## src/rtl/pipeline_dest_tracker_pkg.sv

```systemverilog
// ---------------------------------------------------------------------------
// pipeline_pkg
// Shared types and constants for the EX-stage destination tracker:
//   REG_ADDR_W   - register-specifier width
//   REG_ZERO     - the hard-wired zero register
//   hz_state_e   - load-use hazard FSM states (RUN, STALL)
//   dest_info_t  - destination record carried through EX/MEM and MEM/WB
//   load_use_hazard() - the hazard term evaluated against the decode stage
// ---------------------------------------------------------------------------
package pipeline_pkg;

  localparam int REG_ADDR_W = 5;
  localparam logic [REG_ADDR_W-1:0] REG_ZERO = '0;

  typedef enum logic {
    RUN   = 1'b0,
    STALL = 1'b1
  } hz_state_e;

  typedef struct packed {
    logic [REG_ADDR_W-1:0] rd;
    logic                  regwrite;
    logic                  memread;
  } dest_info_t;

  // A load in EX whose result is needed by the instruction in decode.
  // Register 0 never creates a dependency, and a squashed decode
  // instruction has nothing to wait for.
  function automatic logic load_use_hazard(
    input logic [REG_ADDR_W-1:0] ex_rd,
    input logic                  ex_regwrite,
    input logic                  ex_memread,
    input logic [REG_ADDR_W-1:0] id_rs,
    input logic [REG_ADDR_W-1:0] id_rt,
    input logic                  id_uses_rt,
    input logic                  flush
  );
    logic src_match;
    src_match = (ex_rd == id_rs) | (id_uses_rt & (ex_rd == id_rt));
    return ex_memread & ex_regwrite & (ex_rd != REG_ZERO) & src_match & ~flush;
  endfunction

endpackage

```

## src/rtl/pipeline_dest_tracker_if.sv

```systemverilog
// ---------------------------------------------------------------------------
// pipeline_dest_tracker_if
// Bundles the decode/EX inputs and the forwarding/stall outputs of the
// destination tracker.
//   master : the core side; drives decode and ID/EX fields, reads results
//   slave  : the tracker; reads decode and ID/EX fields, drives results
// Parameters must match the tracker instance it is connected to.
// ---------------------------------------------------------------------------
interface pipeline_dest_tracker_if #(
  parameter int REG_ADDR_W  = pipeline_pkg::REG_ADDR_W,
  parameter int STALL_CNT_W = 16
) ();

  // decode / EX inputs
  logic [REG_ADDR_W-1:0]  IF_ID_Register_Rs;
  logic [REG_ADDR_W-1:0]  IF_ID_Register_Rt;
  logic                   IF_ID_Uses_Rt;
  logic [REG_ADDR_W-1:0]  ID_EX_Register_Rd;
  logic                   ID_EX_RegWrite;
  logic                   ID_EX_MemRead;
  logic                   Flush;

  // forwarding destinations
  logic [REG_ADDR_W-1:0]  EX_MEM_Register_Rd;
  logic                   EX_MEM_RegWrite;
  logic [REG_ADDR_W-1:0]  MEM_WB_Register_Rd;
  logic                   MEM_WB_RegWrite;

  // stall control and status
  logic                   PC_Write;
  logic                   IF_ID_Write;
  logic                   ID_EX_Bubble;
  logic                   Protocol_Error;
  logic [STALL_CNT_W-1:0] Stall_Count;

  modport master (
    output IF_ID_Register_Rs, IF_ID_Register_Rt, IF_ID_Uses_Rt,
           ID_EX_Register_Rd, ID_EX_RegWrite, ID_EX_MemRead, Flush,
    input  EX_MEM_Register_Rd, EX_MEM_RegWrite,
           MEM_WB_Register_Rd, MEM_WB_RegWrite,
           PC_Write, IF_ID_Write, ID_EX_Bubble, Protocol_Error, Stall_Count
  );

  modport slave (
    input  IF_ID_Register_Rs, IF_ID_Register_Rt, IF_ID_Uses_Rt,
           ID_EX_Register_Rd, ID_EX_RegWrite, ID_EX_MemRead, Flush,
    output EX_MEM_Register_Rd, EX_MEM_RegWrite,
           MEM_WB_Register_Rd, MEM_WB_RegWrite,
           PC_Write, IF_ID_Write, ID_EX_Bubble, Protocol_Error, Stall_Count
  );

endinterface

```

## src/rtl/pipeline_dest_tracker_stage.sv

```systemverilog
// ---------------------------------------------------------------------------
// pipe_dest_stage
// One pipeline register holding a dest_info_t record. Loads every cycle;
// a synchronous active-low reset clears it to Rd=0, RegWrite=0, MemRead=0.
//   clk   : core clock
//   rst_n : synchronous active-low clear
//   d     : record entering the stage
//   q     : record held by the stage
// ---------------------------------------------------------------------------
module pipe_dest_stage (
  input  logic                    clk,
  input  logic                    rst_n,
  input  pipeline_pkg::dest_info_t d,
  output pipeline_pkg::dest_info_t q
);
  import pipeline_pkg::*;

  dest_info_t info_q;
  dest_info_t info_d;

  always_comb begin
    info_d = d;
  end

  always_ff @(posedge clk) begin
    if (!rst_n) begin
      info_q <= '0;
    end else begin
      info_q <= info_d;
    end
  end

  assign q = info_q;

endmodule

```

## src/rtl/pipeline_dest_tracker.sv

```systemverilog
// ---------------------------------------------------------------------------
// pipeline_dest_tracker
// Carries the destination, write-enable and load flag of each instruction
// leaving EX through EX/MEM and MEM/WB for the forwarding comparators, and
// stalls decode for one cycle when a load result is needed immediately.
//   clk   : core clock, all state updates on the rising edge
//   rst_n : synchronous active-low reset
//   bus   : slave view of pipeline_dest_tracker_if
//             in : IF_ID_Register_Rs/Rt, IF_ID_Uses_Rt, ID_EX_Register_Rd,
//                  ID_EX_RegWrite, ID_EX_MemRead, Flush
//             out: EX_MEM_Register_Rd/RegWrite, MEM_WB_Register_Rd/RegWrite,
//                  PC_Write, IF_ID_Write, ID_EX_Bubble (combinational),
//                  Protocol_Error (sticky), Stall_Count (saturating)
// ---------------------------------------------------------------------------
module pipeline_dest_tracker #(
  parameter int REG_ADDR_W  = pipeline_pkg::REG_ADDR_W,
  parameter int STALL_CNT_W = 16
) (
  input  logic                    clk,
  input  logic                    rst_n,
  pipeline_dest_tracker_if.slave  bus
);
  import pipeline_pkg::*;

  hz_state_e              state_q, state_d;
  logic                   err_q, err_d;
  logic [STALL_CNT_W-1:0] cnt_q, cnt_d;
  logic                   hz;
  logic                   stall;

  dest_info_t             id_ex_info;
  dest_info_t             ex_mem_q;
  dest_info_t             mem_wb_q;
  logic                   unused_mem_wb_memread;

  assign hz = load_use_hazard(bus.ID_EX_Register_Rd, bus.ID_EX_RegWrite,
                              bus.ID_EX_MemRead, bus.IF_ID_Register_Rs,
                              bus.IF_ID_Register_Rt, bus.IF_ID_Uses_Rt,
                              bus.Flush);

  // Stall lasts exactly one cycle: the bubble inserted by that stall must
  // clear the hazard, so a hazard still present in STALL means the
  // surrounding pipeline failed to honour ID_EX_Bubble.
  always_comb begin
    state_d = state_q;
    err_d   = err_q;
    cnt_d   = cnt_q;
    stall   = 1'b0;

    case (state_q)
      RUN: begin
        if (hz) begin
          stall   = 1'b1;
          state_d = STALL;
        end
      end
      STALL: begin
        state_d = RUN;
        if (hz) begin
          err_d = 1'b1;
        end
      end
    endcase

    // Stall controls are released while reset is held so the front end
    // keeps running during reset.
    if (!rst_n) begin
      stall = 1'b0;
    end

    if (stall && (cnt_q != '1)) begin
      cnt_d = cnt_q + 1'b1;
    end
  end

  always_ff @(posedge clk) begin
    if (!rst_n) begin
      state_q <= RUN;
      err_q   <= 1'b0;
      cnt_q   <= '0;
    end else begin
      state_q <= state_d;
      err_q   <= err_d;
      cnt_q   <= cnt_d;
    end
  end

  // The load keeps advancing during a stall; only PC and IF/ID hold.
  assign id_ex_info = '{rd:       bus.ID_EX_Register_Rd,
                        regwrite: bus.ID_EX_RegWrite,
                        memread:  bus.ID_EX_MemRead};

  pipe_dest_stage u_ex_mem (
    .clk   (clk),
    .rst_n (rst_n),
    .d     (id_ex_info),
    .q     (ex_mem_q)
  );

  pipe_dest_stage u_mem_wb (
    .clk   (clk),
    .rst_n (rst_n),
    .d     (ex_mem_q),
    .q     (mem_wb_q)
  );

  // The load flag has no consumer once the instruction reaches WB.
  assign unused_mem_wb_memread = mem_wb_q.memread;

  assign bus.EX_MEM_Register_Rd = ex_mem_q.rd;
  assign bus.EX_MEM_RegWrite    = ex_mem_q.regwrite;
  assign bus.MEM_WB_Register_Rd = mem_wb_q.rd;
  assign bus.MEM_WB_RegWrite    = mem_wb_q.regwrite;

  assign bus.PC_Write       = ~stall;
  assign bus.IF_ID_Write    = ~stall;
  assign bus.ID_EX_Bubble   = stall;
  assign bus.Protocol_Error = err_q;
  assign bus.Stall_Count    = cnt_q;

endmodule

```

## src/flat_wrapper.sv

```systemverilog
// flat-port wrapper written by rule: the top's interface ports become plain ports
module pipeline_dest_tracker_flat import pipeline_pkg::*;
#(
  parameter int REG_ADDR_W  = pipeline_pkg::REG_ADDR_W,
  parameter int STALL_CNT_W = 16
)
  (clk, rst_n, bus_IF_ID_Register_Rs, bus_IF_ID_Register_Rt, bus_IF_ID_Uses_Rt, bus_ID_EX_Register_Rd, bus_ID_EX_RegWrite, bus_ID_EX_MemRead, bus_Flush, bus_EX_MEM_Register_Rd, bus_EX_MEM_RegWrite, bus_MEM_WB_Register_Rd, bus_MEM_WB_RegWrite, bus_PC_Write, bus_IF_ID_Write, bus_ID_EX_Bubble, bus_Protocol_Error, bus_Stall_Count);
  pipeline_dest_tracker_if #(.REG_ADDR_W(REG_ADDR_W), .STALL_CNT_W(STALL_CNT_W)) bus_i ();
  input  logic clk;
  input  logic rst_n;
  input wire logic [$bits(bus_i.IF_ID_Register_Rs)-1:0] bus_IF_ID_Register_Rs;
  input wire logic [$bits(bus_i.IF_ID_Register_Rt)-1:0] bus_IF_ID_Register_Rt;
  input wire logic [$bits(bus_i.IF_ID_Uses_Rt)-1:0] bus_IF_ID_Uses_Rt;
  input wire logic [$bits(bus_i.ID_EX_Register_Rd)-1:0] bus_ID_EX_Register_Rd;
  input wire logic [$bits(bus_i.ID_EX_RegWrite)-1:0] bus_ID_EX_RegWrite;
  input wire logic [$bits(bus_i.ID_EX_MemRead)-1:0] bus_ID_EX_MemRead;
  input wire logic [$bits(bus_i.Flush)-1:0] bus_Flush;
  output wire logic [$bits(bus_i.EX_MEM_Register_Rd)-1:0] bus_EX_MEM_Register_Rd;
  output wire logic [$bits(bus_i.EX_MEM_RegWrite)-1:0] bus_EX_MEM_RegWrite;
  output wire logic [$bits(bus_i.MEM_WB_Register_Rd)-1:0] bus_MEM_WB_Register_Rd;
  output wire logic [$bits(bus_i.MEM_WB_RegWrite)-1:0] bus_MEM_WB_RegWrite;
  output wire logic [$bits(bus_i.PC_Write)-1:0] bus_PC_Write;
  output wire logic [$bits(bus_i.IF_ID_Write)-1:0] bus_IF_ID_Write;
  output wire logic [$bits(bus_i.ID_EX_Bubble)-1:0] bus_ID_EX_Bubble;
  output wire logic [$bits(bus_i.Protocol_Error)-1:0] bus_Protocol_Error;
  output wire logic [$bits(bus_i.Stall_Count)-1:0] bus_Stall_Count;
  assign bus_i.IF_ID_Register_Rs = bus_IF_ID_Register_Rs;
  assign bus_i.IF_ID_Register_Rt = bus_IF_ID_Register_Rt;
  assign bus_i.IF_ID_Uses_Rt = bus_IF_ID_Uses_Rt;
  assign bus_i.ID_EX_Register_Rd = bus_ID_EX_Register_Rd;
  assign bus_i.ID_EX_RegWrite = bus_ID_EX_RegWrite;
  assign bus_i.ID_EX_MemRead = bus_ID_EX_MemRead;
  assign bus_i.Flush = bus_Flush;
  assign bus_EX_MEM_Register_Rd = bus_i.EX_MEM_Register_Rd;
  assign bus_EX_MEM_RegWrite = bus_i.EX_MEM_RegWrite;
  assign bus_MEM_WB_Register_Rd = bus_i.MEM_WB_Register_Rd;
  assign bus_MEM_WB_RegWrite = bus_i.MEM_WB_RegWrite;
  assign bus_PC_Write = bus_i.PC_Write;
  assign bus_IF_ID_Write = bus_i.IF_ID_Write;
  assign bus_ID_EX_Bubble = bus_i.ID_EX_Bubble;
  assign bus_Protocol_Error = bus_i.Protocol_Error;
  assign bus_Stall_Count = bus_i.Stall_Count;
  pipeline_dest_tracker #(.REG_ADDR_W(REG_ADDR_W), .STALL_CNT_W(STALL_CNT_W)) u_core (.clk(clk), .rst_n(rst_n), .bus(bus_i));
endmodule
```

## config.mk

```make
export PLATFORM = sky130hd
export DESIGN_NAME = pipeline_dest_tracker_flat
export DESIGN_NICKNAME = d
export VERILOG_FILES = /design/src/rtl/pipeline_dest_tracker_pkg.sv /design/src/rtl/pipeline_dest_tracker_if.sv /design/src/rtl/pipeline_dest_tracker_stage.sv /design/src/rtl/pipeline_dest_tracker.sv /design/src/flat_wrapper.sv
export SDC_FILE = /design/constraint.sdc
export NUM_CORES = 1
export LEC_CHECK = 0
export BUFFER_PORTS_ARGS = -buffer_cell sky130_fd_sc_hd__buf_2
export CORE_UTILIZATION = 45
export CTS_CLUSTER_SIZE = 24
export DETAILED_ROUTE_END_ITERATION = 7
export PLACE_DENSITY = 0.74
export SLEW_MARGIN = 20
export SYNTH_ARGS = -nofsm -noshare
export SYNTH_HDL_FRONTEND = slang
export SYNTH_SLANG_ARGS = --single-unit
```

## constraint.sdc

```tcl
create_clock -name clk -period 2.3 [get_ports clk]
set_input_delay 0.345 -clock clk [delete_from_list [all_inputs] [get_ports clk]]
set_output_delay 0.345 -clock clk [all_outputs]
set_load 0.05 [all_outputs]
```

==> run summary <==
Min setup slack post-route -> 201 ps
Maximum number of pins on one net before global-route repair -> 31
Std-Cell Core Area -> 0.00285 mm²
DR vias/cell -> 5.63
Cell types occupying the most area after synthesis -> dfxtp_1 (43%), xor2_1 (5.6%), mux2i_1 (5.0%)
Hold Startpoint -> bus_ID_EX_RegWrite
Count of placed standard cells in the final layout, fillers left out -> 241
Reg-to-reg critical path endpoint -> u_core.bus.Stall_Count[12]
Total placed cells including tap cells -> 233
Area of the die -> 0.00336 mm²
Count of final max-slew check failures -> 0
Drt total wl -> 3270 µm
Synthesized Nets -> 174
Row count -> 19
Iteration-0 DRC count of the detailed router -> 44
Number of different library cells in the post-synthesis netlist -> 37
Switching component of the power -> 275 µW
R2r startpoint -> u_core.bus.Stall_Count[1]
Number of buffers inserted by port buffering -> 52
Inserted Clock Buffers -> 5
Hold-fix buffers, CTS -> 0
VDD IR-drop max -> 0.469 mV
ANT nets after route -> 0
Power density over the cells -> 664 mW/mm²
Worst EP required -> 1960 ps
Relative contribution of combinational cells to total power -> 0.101
Clock Sinks -> 30
TritonCTS clock tree -> yes
Number of cells upsized or downsized after cts -> 0
Via count of the first global-routing pass -> 1,236
Count of pins on the block boundary -> 53
Sequential power share -> 0.438
Share of power burned in the clock network -> 0.461
Minimum setup slack after placement -> 36.6 ps
RSZ-0062 raised after global routing -> no
Main combinational cell family by area after synthesis -> simple AND/OR/NAND/NOR gates
Share of cells above drive strength 1 -> 0.343
Final-layout setup total negative slack -> 0 ps
H-tree levels -> 2
Count of state elements after synthesis -> 30
Share of the synthesized area in the top cell type -> 0.426
Vias after detailed routing -> 1,357
Relative slew slack -> 0.633
Result of the run -> complete, but fails checks
Element type at the critical path end -> output pin
Hold WC Path Type -> primary input to flop
Category of the worst setup path launch point -> primary input
Post-synthesis sequential area ratio -> 0.426
Hold path cells -> 2
Register-to-register setup slack -> 310 ps
Period Utilization, post-route -> 0.913
Clock insertion delay at the later pin of the skew report -> 330 ps
WL/cell -> 13.6 µm
Clk pin slew, worst setup/hold paths -> 100 ps
Number of buffers on the longest clock path -> 2
Global placement routability congestion -> 0.748
Number of buffers inserted to repair setup after CTS -> 0
Worst clock skew -> 13.2 ps
Transition time at the pin with the least slew margin -> 550 ps
Maximum achievable frequency -> 476 MHz
GRT Overall Usage -> 0.205
Switching Fraction -> 0.227
Cell at the root of the clock tree -> clkbuf_4
Initial antenna violation count -> 0
Total gr overflow -> 0
Syn_area_per_cell -> 9.27 µm²
Fin crit period -> 2100 ps
Final net count -> 231
Xor/xnor share of the synthesized area -> 0.0622
Wire length of the first global-routing pass -> 5250 µm
Cell type with the highest aggregate area in the netlist -> dfxtp_1
Endpoint, Worst Hold -> u_core.u_ex_mem.q[1]
Internal portion of total power -> 938 µW
Static Leak -> 0.000766 µW
Fillers -> 239
Violations in the final reports -> design-rule violations
Signed area change from the synthesized netlist to the final layout -> 29.7%
# diodes -> 0
Tot Pwr -> 1210 µW
Initial standard-cell utilization of the core -> 0.494
Synth Instances -> 152
DRC violation count after routing -> 4
DIE WIDTH -> 58.0 µm
Synthesized cell area -> 0.00141 mm²
Number of detailed-routing iterations run before antenna repair -> 6
Max capacitance violation total -> 0
Simple logic cell fraction of the synthesized area -> 0.280
Smallest hold slack -> 237 ps
R2R depth -> 6
Category of the critical setup timing path -> primary input to output pin
Maximum fanout count along the critical path -> 27
Synth Area in Compound Gates -> 0.128
Fraction of synthesized area in multiplexers -> 0.0497
Hold Violations, Final -> 0
Die Height -> 58.0 µm
Half-perimeter wire length after placement -> 2370 µm
Setup violators final -> 0
Share of synthesized cell area in full adder, half adder and majority cells -> 0.00888
Worst endpoint data arrival time -> 1750 ps
Launch point of the worst path -> bus_ID_EX_Register_Rd[4]
YS warnings -> 0
## how the worst max path moves through the flow
stage                                 to  slack, ps
5_1_grt                 bus_ID_EX_Bubble        130
6_report                bus_ID_EX_Bubble        200
3_5_place_dp   u_core.bus.Stall_Count[3]         40
4_1_cts        u_core.bus.Stall_Count[5]         50
3_3_place_gp   u_core.bus.Stall_Count[6]        130
2_1_floorplan               bus_PC_Write       -150
## through the flow
stage	util	instance area [µm²]
CTS	0.639	1820
finish	0.640	1830
detailed placement	0.600	1710
floorplan	-	1420
global route	0.640	1830
global placement	0.600	1710
## power by group through the flow
stage          logic [µW]  registers (µW)  clock network, µW
2_1_floorplan        44.2             580                  0
3_3_place_gp          119             544                  0
3_5_place_dp          123             544                  0
4_1_cts               123             532                566
5_1_grt               133             533                588
6_report              123             532                559
## layer usage
metal  track usage  up-vias  wire (µm)
met2         0.337       49       1610
met3        0.0513       10        206
met4         0.119        0        102
met1         0.242      629       1350
li1              -      669          -
met5             0        -          0
## synth_stat cells, drive strengths merged
cell type and number:
a2111o 1, a2111oi 1, a21oi 6, a32oi 1
and2 11, and4 3, buf 2, clkbuf 5
dfxtp 30, ha 1, inv 6, mux2i 7
nand2 12, nand2b 7, nand3 8, nand3b 1
nand4 4, nor2 6, nor3 1, nor3b 1
nor4 5, nor4b 1, o21a 1, o21bai 1
o311a 1, o311ai 2, o31ai 7, o41ai 2
or2 1, or3 1, or4 6, xnor2 1
xor2 9
## cells by family after synthesis
| group | count (synthesis) |
|---|---|
| mux | 7 |
| flops | 30 |
| simple gates | 68 |
| buf+inv | 13 |
| xor+xnor | 10 |
| compound gates | 23 |
| fa+ha+maj | 1 |
## area by class of cell
cell class	count	area, µm²	share of cell area
Sequential cell	30	601	0.329
Clock inverter	2	60.1	0.0329
Clock buffer	6	51.3	0.0281
Tap cell	31	38.8	0.0212
Timing Repair Buffer	57	298	0.163
Inverter	6	22.5	0.0123
Multi-Input combinational cell	109	756	0.414
## sequential cells by signal, indices dropped and copies added, names as in the netlist
name                       count
u_core.state_q                 1
u_core.u_ex_mem.q              6
u_core.bus.Stall_Count        16
u_core.u_mem_wb.q              6
u_core.bus.Protocol_Error      1
## worst max-delay path, cell delays in order
cell and delay, ps:
buf_2 130, xor2_1 160, nor4_1 330, a32oi_2 160, buf_4 240, nor2_4 130
buf_2 260
## cells in the final DEF, fill, tap and decap left out, types with 2 or more instances in the layout
| cell type | netlist | final |
|---|---|---|
| and2_1 | 10 | 10 |
| inv_1 | 6 | 6 |
| dfxtp_1 | 30 | 30 |
| buf_4 | 1 | 5 |
| bufinv_16 | 0 | 2 |
| o31ai_1 | 7 | 7 |
| clkbuf_4 | 0 | 5 |
| nand4_1 | 4 | 4 |
| or4_1 | 6 | 6 |
| nor4_1 | 5 | 5 |
| buf_2 | 1 | 52 |
| nand2_1 | 12 | 12 |
| xor2_1 | 9 | 9 |
| o41ai_1 | 2 | 2 |
| mux2i_1 | 7 | 7 |
| nor2_1 | 6 | 5 |
| nand2b_1 | 7 | 7 |
| and4_1 | 2 | 2 |
| o311ai_0 | 2 | 2 |
| nand3_1 | 8 | 8 |
| a21oi_1 | 6 | 6 |
Power figures use the tool's default switching activity.
